**src/rtl/branch_predictor.sv**
```systemverilog
// Gshare branch predictor: a PHT of 2-bit saturating counters indexed by PC XOR global history.
// The registered decode-stage prediction travels with the GHR snapshot used to make it.
module branch_predictor #(
  parameter int IDX_W = 6
) (
  input  logic             clk,
  input  logic             rst,
  input  logic [31:0]      pcF,
  input  logic             stallD,
  input  logic             flushD,
  output logic             predict_takeD,
  input  logic             update_en,
  input  logic [31:0]      update_pc,
  input  logic [IDX_W-1:0] update_ghr,
  input  logic             actual_taken,
  input  logic             pred_taken,
  output logic [IDX_W-1:0] ghrD,
  output logic             mispredict,
  output logic [31:0]      br_cnt,
  output logic [31:0]      mis_cnt
);
  localparam int ENTRIES = 1 << IDX_W;

  logic [1:0]       pht [ENTRIES];
  logic [IDX_W-1:0] ghr;
  logic [IDX_W-1:0] lookup_idx;
  logic [IDX_W-1:0] update_idx;

  assign lookup_idx = pcF[IDX_W+1:2] ^ ghr;
  assign update_idx = update_pc[IDX_W+1:2] ^ update_ghr;
  assign mispredict = update_en & (pred_taken != actual_taken);

  // Each counter is its own register so reset can preload every entry to weakly not-taken.
  generate
    for (genvar gi = 0; gi < ENTRIES; gi++) begin : g_pht
      always_ff @(posedge clk) begin
        if (rst) begin
          pht[gi] <= 2'b01;
        end else if (update_en && (update_idx == IDX_W'(gi))) begin
          if (actual_taken && (pht[gi] != 2'b11)) begin
            pht[gi] <= pht[gi] + 2'b01;
          end else if (!actual_taken && (pht[gi] != 2'b00)) begin
            pht[gi] <= pht[gi] - 2'b01;
          end
        end
      end
    end
  endgenerate

  // Lookup samples the pre-update PHT and GHR, giving read-before-write on a same-cycle hit.
  always_ff @(posedge clk) begin
    if (rst) begin
      ghr           <= '0;
      predict_takeD <= 1'b0;
      ghrD          <= '0;
      br_cnt        <= '0;
      mis_cnt       <= '0;
    end else begin
      if (update_en) begin
        ghr    <= {ghr[IDX_W-2:0], actual_taken};
        br_cnt <= br_cnt + 32'd1;
        if (mispredict) begin
          mis_cnt <= mis_cnt + 32'd1;
        end
      end
      if (flushD) begin
        predict_takeD <= 1'b0;
        ghrD          <= '0;
      end else if (!stallD) begin
        predict_takeD <= pht[lookup_idx][1];
        ghrD          <= ghr;
      end
    end
  end
endmodule

```
**config.mk**
```make
export PLATFORM = sky130hd
export DESIGN_NAME = branch_predictor
export DESIGN_NICKNAME = d
export VERILOG_FILES = /design/src/rtl/branch_predictor.sv
export SDC_FILE = /design/constraint.sdc
export NUM_CORES = 1
export LEC_CHECK = 0
export CORE_MARGIN = 5
export CORE_UTILIZATION = 50
export DETAILED_ROUTE_END_ITERATION = 16
export PLACE_DENSITY_LB_ADDON = 0.1
export SLEW_MARGIN = 20
export SYNTH_ARGS = -nofsm -noshare
export SYNTH_HDL_FRONTEND = slang
export SYNTH_SLANG_ARGS = --single-unit
```
**constraint.sdc**
```tcl
create_clock -name clk -period 2.6 [get_ports clk]
set_input_delay 0.52 -clock clk [delete_from_list [all_inputs] [get_ports clk]]
set_output_delay 0.52 -clock clk [all_outputs]
set_load 0.005 [all_outputs]
```
==> Word-level counts from Yosys, hierarchy flattened <==
Memory sizes are Yosys's and may differ from the RTL's. A register that Yosys moved wholly into a read port is not among the register bits.
Index checks and enable logic that the tools add are counted.
W data, S select, Z words.
{ "op_classes": {"addsub": 130, "n_eq_ne": 128, "reduce_logical": 261, "mux": 706, "bitwise_logic": 131} }
{ "ops": {"columns": ["cell", "count"], "rows": [
  ["$mux W1", 578],
  ["$mux W2", 128],
  ["$eq A6 B6 Y1 const B", 32],
  ["$logic_and A1 B1 Y1", 192],
  ["$add A2 B1 Y2 const B", 64],
  ["$ne A2 B2 Y1 const B", 64],
  ["$or A1 B1 Y1", 128],
  ["$reduce_bool A2 Y1", 64],
  ["$sub A2 B1 Y2 const B", 64],
  ["$eq A6 B5 Y1 const B", 16],
  ["$add A32 B1 Y32 const B", 2],
  ["$eq A6 B4 Y1 const B", 8],
  ["$eq A6 B3 Y1 const B", 4],
  ["$eq A6 B2 Y1 const B", 2],
  ["$xor A6 B6 Y6", 2],
  ["$eq A6 B1 Y1 const B", 1],
  ["$logic_not A6 Y1", 1],
  ["$logic_not A1 Y1", 2],
  ["$reduce_and A2 Y1", 1],
  ["$reduce_or A2 Y1", 1],
  ["$and A1 B1 Y1", 1],
  ["$ne A1 B1 Y1", 1]
]} }
{ "totals": {"elab_cells": 1361, "register_bits": 76, "mem_bits_rw": 128, "mem_count": 1, "in_bits": 77, "out_inout_bits": 72} }
{ "mem_list": {"columns": ["name", "words", "word_bits", "rd", "rd_ports_with_merged_regs", "wr", "line_no", "source"], "rows": [
  ["pht", 64, 2, 65, 1, 64, "24", "logic [1:0] pht [ENTRIES];"]
]} }

==> Depth between registers and ports, before layout <==
Gate-level depths: netlist (run 1).
{ "logic_depth": {"depth_word": 8, "ltp_mapped": 8, "depth_no_buf": 8} }

==> Worst setup path after synthesis (run 1) <==
No wires, ideal clock.
{ "synth_timing": {"kind": "input to register", "from": "input pcF[3]", "to": "register predict_takeD, read port of pht", "required_time_ns": 2.470, "path_stages": 6, "setup_time_ns": 0.130, "setup_slack_ns": 0.365, "n_path_buf": 0, "t_arrival_ns": 2.105, "cell_sequence": "xnor2_1 mux4_1 o21ai_0 o21ai_1 a211oi_2 o22ai_1"} }
{ "synth_between": {"elab_chain_cells": 1} }
{ "synth_lines": {"columns": ["item", "line_no", "source"], "rows": [
  ["start, declared", "8", "input logic [31:0] pcF,"],
  ["$xor A6 B6 Y6", "29", "assign lookup_idx = pcF[IDX_W+1:2] ^ ghr;"],
  ["end, declared", "11", "output logic predict_takeD,"]
]} }
Every way passes these cells.
A chain may end at the register's enable or synchronous reset.

==> Worst setup path after layout (run 1) <==
{ "layout_timing": {"from": "input update_en", "to": "output mispredict"} }
{ "layout_between": {"elab_chain_cells": 1} }
{ "layout_lines": {"columns": ["item", "line_no", "source"], "rows": [
  ["start, declared", "12", "input logic update_en,"],
  ["$and A1 B1 Y1", "31", "assign mispredict = update_en & (pred_taken != actual_taken);"],
  ["end, declared", "18", "output logic mispredict,"]
]} }
Every way passes these cells.

==> results.cfg, run 1 <==
[clocking]
clock_latency_ns = 0.51
clockBufferDepth = 3
cts.clk_slew.worst_paths_ns = 0.05
cts_tree = done
post-cts-setup-buffers = 0
cts_resized = 0
root_buffer = clkbuf_16
htree_levels = 1
clkSinkCount = 205
ctsHoldBuffers = 0
cts_buffers = 25

[hold_path]
hold_end = mis_cnt[25]
min_path_cells = 2
hp-start = mis_cnt[25]
hold_class = reg2reg

[synthesis]
synth_edf_count = 128
yosysTopAreaCellShare = 0.2861
yosys_register_bits = 205
synthTopCellsByArea = edfxtp_1, ha_1, dfxtp_1
synth_nets = 1625
yosysMostFrequentCell = nor2_1
async_flop_share = 0
ys_types = 47
yosys.area.top_type = edfxtp_1
syn-cell-area_um2 = 13440
synth_common_cells = nor2_1, inv_1, edfxtp_1, ha_1, nand2_1
synth_top_flop_cell = edfxtp_1
yosysWarnings = 0
ys_seq_area_frac = 0.4008
syn_inst = 1420
syn_area_per_cell_um2 = 9.462

[power_and_ir_drop]
switchingPower_uw = 1953
p_comb_frac = 0.116
ir_worst_vdd_v = 0.0003815
p_sw_frac = 0.2502
pwr_density_cell_nw_per_um2 = 486.1
p_int_uw = 5852
leakage_uw = 0.006525
p_seq_frac = 0.455
pwr-share-clk = 0.429

[final_layout]
drive_gt1_frac = 0.1383
area.growth.synth_to_final_pct = 19.52
ff_latch_area_um2 = 5385
nFillCells = 2279
nNetsFinal = 1771
multi_input_area_um2 = 7348
final_area_um2 = 16060
antenna_cells = 0

[worst_setup_path]
cp-end-kind = output port
rr_startpoint = ghr[0]
path_max_fanout = 5
timing.rr.end = predict_takeD
reg2regPathDepth = 7
start_kind = input pin
r2r_slack_ns = 0.39
cp.arrival_ns = 1.98
cp_data_required_time_ns = 2.08
crit_type = in2out

[place]
place.detailed.hpwl_um = 25340
post-place-ws_ns = -0.2029
place_congestion = 0.8680
place_area_um2 = 15250
port-buffer-count = 96

[route]
routedWlPerCell_um = 18.36
drtPass1Iterations = 5
drt_iter0_drc = 959
routed_via_density = 5.775
wl_um = 35330
vias = 11111
ant_nets = 0
drc = 0

[timing]
tightest_slew_ns = 0.5231
fin_crit_sh = 0.9612
period_needed_ns = 2.499
maxSlewViolCount = 0
rsz0062_at_grt = false
setup_ws_ns = 0.1009
setup_violations = 0
fin_worst_skew_ns = 0.007066
hold_viol = 0
hold_slack_ns = 0.4963
slew_headroom = 0.6502
max_freq_mhz = 400.1

[outcome]
status = completed

[floorplanning]
rows = 60
die_height_um = 173.9
die_width_um = 173.9
initial_utilization = 0.5028
core_area_um2 = 26730
dieArea_um2 = 30250
ioPinCount = 149

[grt]
gr-total-overflow = 0
grt_pass1_wl_um = 56520
first_global_vias = 10624
grt_usage = 0.2260
grt_max_degree = 98
antenna_found_initial = 0

[run]
maxCapViolCount = 0
[registers in the layout (all words and copies together), names as in the netlist]
signal and flops:
mis_cnt 32, ghr 6, ghrD 6, predict_takeD 1, br_cnt 32, pht 128
[placed cells by master (no fill, tap or decap), types with 8 or more instances in the layout]
cell type,count
dfxtp_1,77
nor2_1,160
clkbuf_16,25
xnor2_1,24
o21ai_0,50
o41ai_1,30
a21oi_1,38
inv_1,129
mux2_2,8
mux2i_1,77
edfxtp_1,128
xor2_1,51
a31o_2,63
buf_4,78
nand2_1,119
nor3_1,103
ha_1,128
nand3_1,46
clkdlybuf4s50_1,94
and3_1,10
o211ai_1,22
o22ai_1,27
or3_1,9
nand4_1,14
[stage by stage]
step / power, µW / TNS, ns / utilization / cells
floorplan: 4154 / 0 / - / 1420
global placement: 4494 / -0.2093 / 0.5706 / 1879
detailed placement: 4508 / -0.6845 / 0.5706 / 1879
CTS: 7856 / 0 / 0.6001 / 1923
global route: 8103 / 0 / 0.6009 / 1924
finish: 7806 / 0 / 0.6009 / 1924
[power groups by stage]
stage	Combinational (µW)	Sequential [µW]	Clock (µW)
floorplan	553	3600	0
global placement	876	3620	0
detailed placement	888	3620	0
CTS	893	3550	3410
global route	977	3560	3570
finish	904	3550	3350
[worst max-delay path, cell delays in order]
cell,delay (ns)
clkdlybuf4s50_1,0.61
buf_4,0.17
nand2_1,0.05
inv_1,0.11
clkdlybuf4s50_1,0.51
[area by class of cell]
cell class | instances | area share
sequential | 205 | 0.3353
clock buffer | 39 | 0.04729
multi-input combinational | 1028 | 0.4576
inverter | 129 | 0.03015
tap | 341 | 0.02657
timing repair buffer | 177 | 0.1013
clock inverter | 5 | 0.001792
[logic make-up after synthesis]
family                     count (synthesis)  synth area share
muxes                                     96           0.08362
DFF                                      205            0.4008
and+or+nand+nor                          489            0.1685
xor gates and xnor gates                  77           0.05075
buffers and inverters                    187           0.05364
AOI/OAI and AO/OA                        238            0.1235
adders and majority gates                128            0.1192
[how the worst max path moves through the flow]
stage	from	end	slack, ns	cells after the start
global route	update_en	mispredict	0.04	5
floorplan	pcF[3]	predict_takeD	0.36	6
finish	update_en	mispredict	0.10	5
CTS	update_en	mispredict	0.08	5
detailed placement	pcF[2]	predict_takeD	-0.20	8
global placement	pcF[2]	predict_takeD	-0.19	8
[metal layers]
layer,global-route usage,vias up,wire [µm]
met5,0,-,0
met2,0.3619,380,15800
met3,0.03719,43,2493
met1,0.3247,5281,16410
li1,-,5407,-
met4,0.05015,0,618
Power figures use the tool's default switching activity.
==> inputs of run 2 (changes only) <==
Clock period 2.6 ns to 2.8 ns, I/O delays scaled along.
==> run 2 against run 1 <==
- sequential power fell by 7.0%
- die area unchanged
- critical path type unchanged
- first-iteration DRC count decreased by 14%
- design area is 0.35% lower
- core utilization fell by 0.21 points
- sequential cell count unchanged
- final cell count is 0.47% lower
==> results.cfg, run 2 (synthesis gave the netlist of run 1 again) <==
[grt]
grt_usage = 0.2297
grt_pass1_wl_um = 57340
gr-total-overflow = 0
grt_max_degree = 61
antenna_found_initial = 0
first_global_vias = 10887

[worst_setup_path]
cp_data_required_time_ns = 2.24
critPathTopFamily = buffers and inverters
crit_type = in2out
cp.arrival_ns = 2.05
cpMostUsedCell = clkdlybuf4s50_1
start_kind = input pin
critical_path.max_stage_delay_ns = 0.51
crit_chain = clkdlybuf4s50_1 > xor2_2 > nand2_1 > inv_1 > clkdlybuf4s50_1
cp-end-kind = output port
worst_path_max_delay_cell = clkdlybuf4s50_1
path_max_fanout = 3
path_buf_inv = 3

[timing]
fin_crit_sh = 0.9307
rsz0062_at_grt = false
setup_ws_ns = 0.1939
fin_worst_skew_ns = 0.01565
slew_headroom = 0.2388
setup_violations = 0
period_needed_ns = 2.606
max_freq_mhz = 383.7
tightest_slew_ns = 1.142
maxSlewViolCount = 0
hold_viol = 0

[clocking]
ctsHoldBuffers = 0
cts.clk_slew.worst_paths_ns = 0.05
htree_levels = 1
post-cts-setup-buffers = 0
root_buffer = clkbuf_16
clockBufferDepth = 3
cts_buffers = 26
cts_resized = 0
clock_latency_ns = 0.54
cts_tree = done
clkSinkCount = 205

[final_layout]
nNetsFinal = 1759
largest_reg_flops = 128
nFillCells = 2308
final_common_cell = nor2_1
layout_common_cells = nor2_1, inv_1, ha_1, edfxtp_1, nand2_1
antenna_cells = 0
drive_gt1_frac = 0.1309
top_regs = pht x128, br_cnt x32, mis_cnt x32
regMostFlops = pht
area.growth.synth_to_final_pct = 19.10
instances_no_fill = 1915

[floorplanning]
initial_utilization = 0.5028
die_width_um = 173.9
dieArea_um2 = 30250
die_height_um = 173.9
rows = 60
core_area_um2 = 26730
ioPinCount = 149

[outcome]
status = completed

[place]
placedCellCount = 1867
post-place-ws_ns = -0.1482
port-buffer-count = 96
place.detailed.hpwl_um = 25740
place_congestion = 0.8675

[route]
drtPass1Iterations = 5
ant_nets = 0
routedWlPerCell_um = 18.71
drc = 0
drt_iter0_drc = 827
vias = 11183
routed_via_density = 5.840
wl_um = 35820

[power_and_ir_drop]
p_int_uw = 5472
switchingPower_uw = 1887
p_comb_frac = 0.113
pwr-share-clk = 0.438
leakage_uw = 0.006485
pwr_density_cell_nw_per_um2 = 459.9
p_seq_frac = 0.449
ir_worst_vdd_v = 0.0004277
p_sw_frac = 0.2564

[run]
maxCapViolCount = 0

[hold_path]
hold_class = in2reg
[run 2: stage by stage]
stage	hold WS, ns	total power, µW	TNS [ns]	cell area, µm²	util
floorplan	0.4717	3857	0	13440	-
global placement	0.4683	4173	-0.1096	15170	0.5677
detailed placement	0.4766	4187	-0.1482	15170	0.5677
CTS	0.4077	7410	0	16000	0.5988
global route	0.4311	7631	0	16000	0.5988
finish	0.4421	7360	0	16000	0.5988
[run 2: area by class of cell]
| class | instances | area, µm² | area share |
|---|---|---|---|
| inverters | 129 | 484.2 | 0.03026 |
| well taps | 341 | 426.7 | 0.02666 |
| multi-input cells | 1028 | 7348 | 0.4592 |
| repair buffers | 164 | 1529 | 0.09554 |
| clock inverters | 12 | 68.82 | 0.004300 |
| clock buffers | 36 | 760.7 | 0.04754 |
| flip-flops and latches | 205 | 5385 | 0.3365 |
[run 2: worst reg2reg max path: stages, from the launching register on]
cell      delay [ns]
dfxtp_1         0.36
xnor2_1         0.83
mux4_2          0.43
o21ai_0         0.16
o22ai_1         0.12
a211oi_2        0.23
o22ai_1         0.10
[run 2: per-layer routing]
metal	global-route usage	up-vias	routed length, µm
met5	0	-	0
met4	0.05708	0	760
met1	0.3148	5392	16370
met3	0.03893	52	2367
met2	0.3812	356	16320
li1	-	5383	-
[run 2: worst paths after layout]
kind               startpoint             to  slack, ns  cells past startpoint
hold reg to reg   mis_cnt[31]    mis_cnt[31]       0.48                      2
hold / removal            rst    mis_cnt[20]       0.44                      2
setup / recovery   pred_taken     mispredict       0.19                      5
setup reg to reg       ghr[2]  predict_takeD       0.45                      6
[run 2: power by group through the flow]
stage / logic (µW) / registers (µW) / clock network [µW]
final: 834 / 3300 / 3220
after global routing: 901 / 3300 / 3420
after CTS: 827 / 3300 / 3280
after detailed placement: 822 / 3360 / 0
after global placement: 810 / 3360 / 0
after floorplan: 514 / 3340 / 0
==> inputs of run 3 (changes only) <==
Settings changed: CORE_UTILIZATION 50 to 45.
==> run 3 against run 2 <==
- non-clock buffer count decreased by 3
- setup slack got worse by 0.0058 ns
- power decreased by 1.4%
- wire length increased by 3.3%
- hold slack improved by 0.051 ns
- fmax decreased by 0.22%
==> results.cfg, run 3 (synthesis gave the netlist of run 1 again) <==
[floorplanning]
die_width_um = 182.8
ioPinCount = 149
rows = 63
dieArea_um2 = 33420
die_height_um = 182.8
initial_utilization = 0.4546
core_area_um2 = 29560

[place]
place_area_um2 = 15250
place_congestion = 0.8603
place.detailed.hpwl_um = 26460
port-buffer-count = 96

[power_and_ir_drop]
leakage_uw = 0.006462
ir_worst_vdd_v = 0.0004337
p_int_uw = 5387
p_sw_frac = 0.2580
pwr_density_cell_nw_per_um2 = 452.9
p_seq_frac = 0.455
pwr-share-clk = 0.429
switchingPower_uw = 1873
p_comb_frac = 0.116

[grt]
gr-total-overflow = 0
grtUsageMet3 = 0.03967
grt_max_degree = 90
antenna_found_initial = 0
grt_usage = 0.2163
grt_pass1_wl_um = 58550
first_global_vias = 10906
grt.met1_usage = 0.3035
grtUsageMet2 = 0.3475
grt-busiest-layer = met2

[clocking]
ctsHoldBuffers = 0
htree_levels = 1
clockBufferDepth = 3
clkSinkCount = 205
clock_latency_ns = 0.53
cts_tree = done
cts.clk_slew.worst_paths_ns = 0.06
cts_resized = 0
root_buffer = clkbuf_16
post-cts-setup-buffers = 0
cts_buffers = 25

[worst_setup_path]
crit_type = in2out
critPathTopFamily = buffers and inverters
r2r_slack_ns = 0.56
cp.arrival_ns = 2.05
cp.depth = 5
critical_path.max_stage_delay_ns = 0.58
rr_startpoint = ghr[2]
crit_chain = clkdlybuf4s50_1 > buf_4 > nand2_1 > inv_1 > clkdlybuf4s50_1
start_kind = input pin
cpMostUsedCell = clkdlybuf4s50_1
reg2regPathDepth = 6
path_buf_inv = 4
worst_path_max_delay_cell = clkdlybuf4s50_1
cp-end-kind = output port
cp_data_required_time_ns = 2.24
timing.rr.end = predict_takeD
path_max_fanout = 5

[route]
ant_nets = 0
drtPass1Iterations = 5
vias = 11065
wl_um = 37010
drc = 0
routed_via_density = 5.648
routedWlPerCell_um = 18.89
drt_iter0_drc = 790

[timing]
fin_worst_skew_ns = 0.007842
tightest_slew_ns = 0.8515
fin_setup_tns_ns = 0
slew_headroom = 0.4282
period_needed_ns = 2.612
rsz0062_at_grt = false
hold_viol = 0
fin_crit_sh = 0.9328
setup_violations = 0
maxSlewViolCount = 0
max_freq_mhz = 382.9

[final_layout]
antenna_cells = 0
layout_common_cells = nor2_1, inv_1, ha_1, edfxtp_1, nand2_1
final_util = 0.5422
top_regs = pht x128, br_cnt x32, mis_cnt x32
area.growth.synth_to_final_pct = 19.29
regMostFlops = pht
largest_reg_flops = 128
nNetsFinal = 1755
final_common_cell = nor2_1
drive_gt1_frac = 0.1275
final_area_um2 = 16030
nFillCells = 2695

[run]
maxCapViolCount = 0

[hold_path]
min_path_cells = 2
hp-start = mis_cnt[31]
hold_end = mis_cnt[31]
hold_class = reg2reg

[outcome]
status = completed
==> run 3: through the flow <==
stage                     std cells  power [µW]  hold WS (ns)  setup WS, ns
final                          1959        7260        0.4933        0.1881
after CTS                      1959        7347        0.4955        0.1652
after floorplan                1420        3857        0.4717        0.5248
after global routing           1959        7550        0.5364        0.1046
after global placement         1913        4189        0.4667      -0.02783
after detailed placement       1913        4202        0.4866      -0.05939
==> run 3: power groups by stage <==
stage / clock (µW) / combinational, µW / sequential (µW)
4_1_cts: 3210 / 843 / 3300
3_3_place_gp: 0 / 826 / 3360
6_report: 3110 / 845 / 3300
2_1_floorplan: 0 / 514 / 3340
5_1_grt: 3330 / 917 / 3300
3_5_place_dp: 0 / 838 / 3360
==> run 3: area by class of cell <==
cell class / instances / area, µm² / area share
Clock inverter: 16 / 102.6 / 0.006401
Tap cell: 390 / 488.0 / 0.03044
Sequential cell: 205 / 5385 / 0.3360
Clock buffer: 30 / 675.6 / 0.04215
Inverter: 129 / 484.2 / 0.03021
Multi-Input combinational cell: 1028 / 7348 / 0.4585
Timing Repair Buffer: 161 / 1544 / 0.09633
==> run 3: worst min-delay path: cells and delay by family, from the launching register on <==
| kind | cells | cell delay, ns |
|---|---|---|
| compound gates | 2 | 0.13 |
| flops | 1 | 0.31 |
==> run 3: per-layer routing <==
layer	part of all wire	vias up
li1	-	5374
met1	0.46	5263
met2	0.44	374
met3	0.076	54
met4	0.022	0
met5	0	-
==> run 3: how the worst max path moves through the flow <==
| stage | end | slack, ns | start |
|---|---|---|---|
| floorplan | predict_takeD | 0.52 | pcF[3] |
| global placement | predict_takeD | -0.03 | pcF[2] |
| detailed placement | predict_takeD | -0.06 | pcF[4] |
| CTS | mispredict | 0.17 | update_en |
| global route | mispredict | 0.10 | update_en |
| finish | mispredict | 0.19 | update_en |
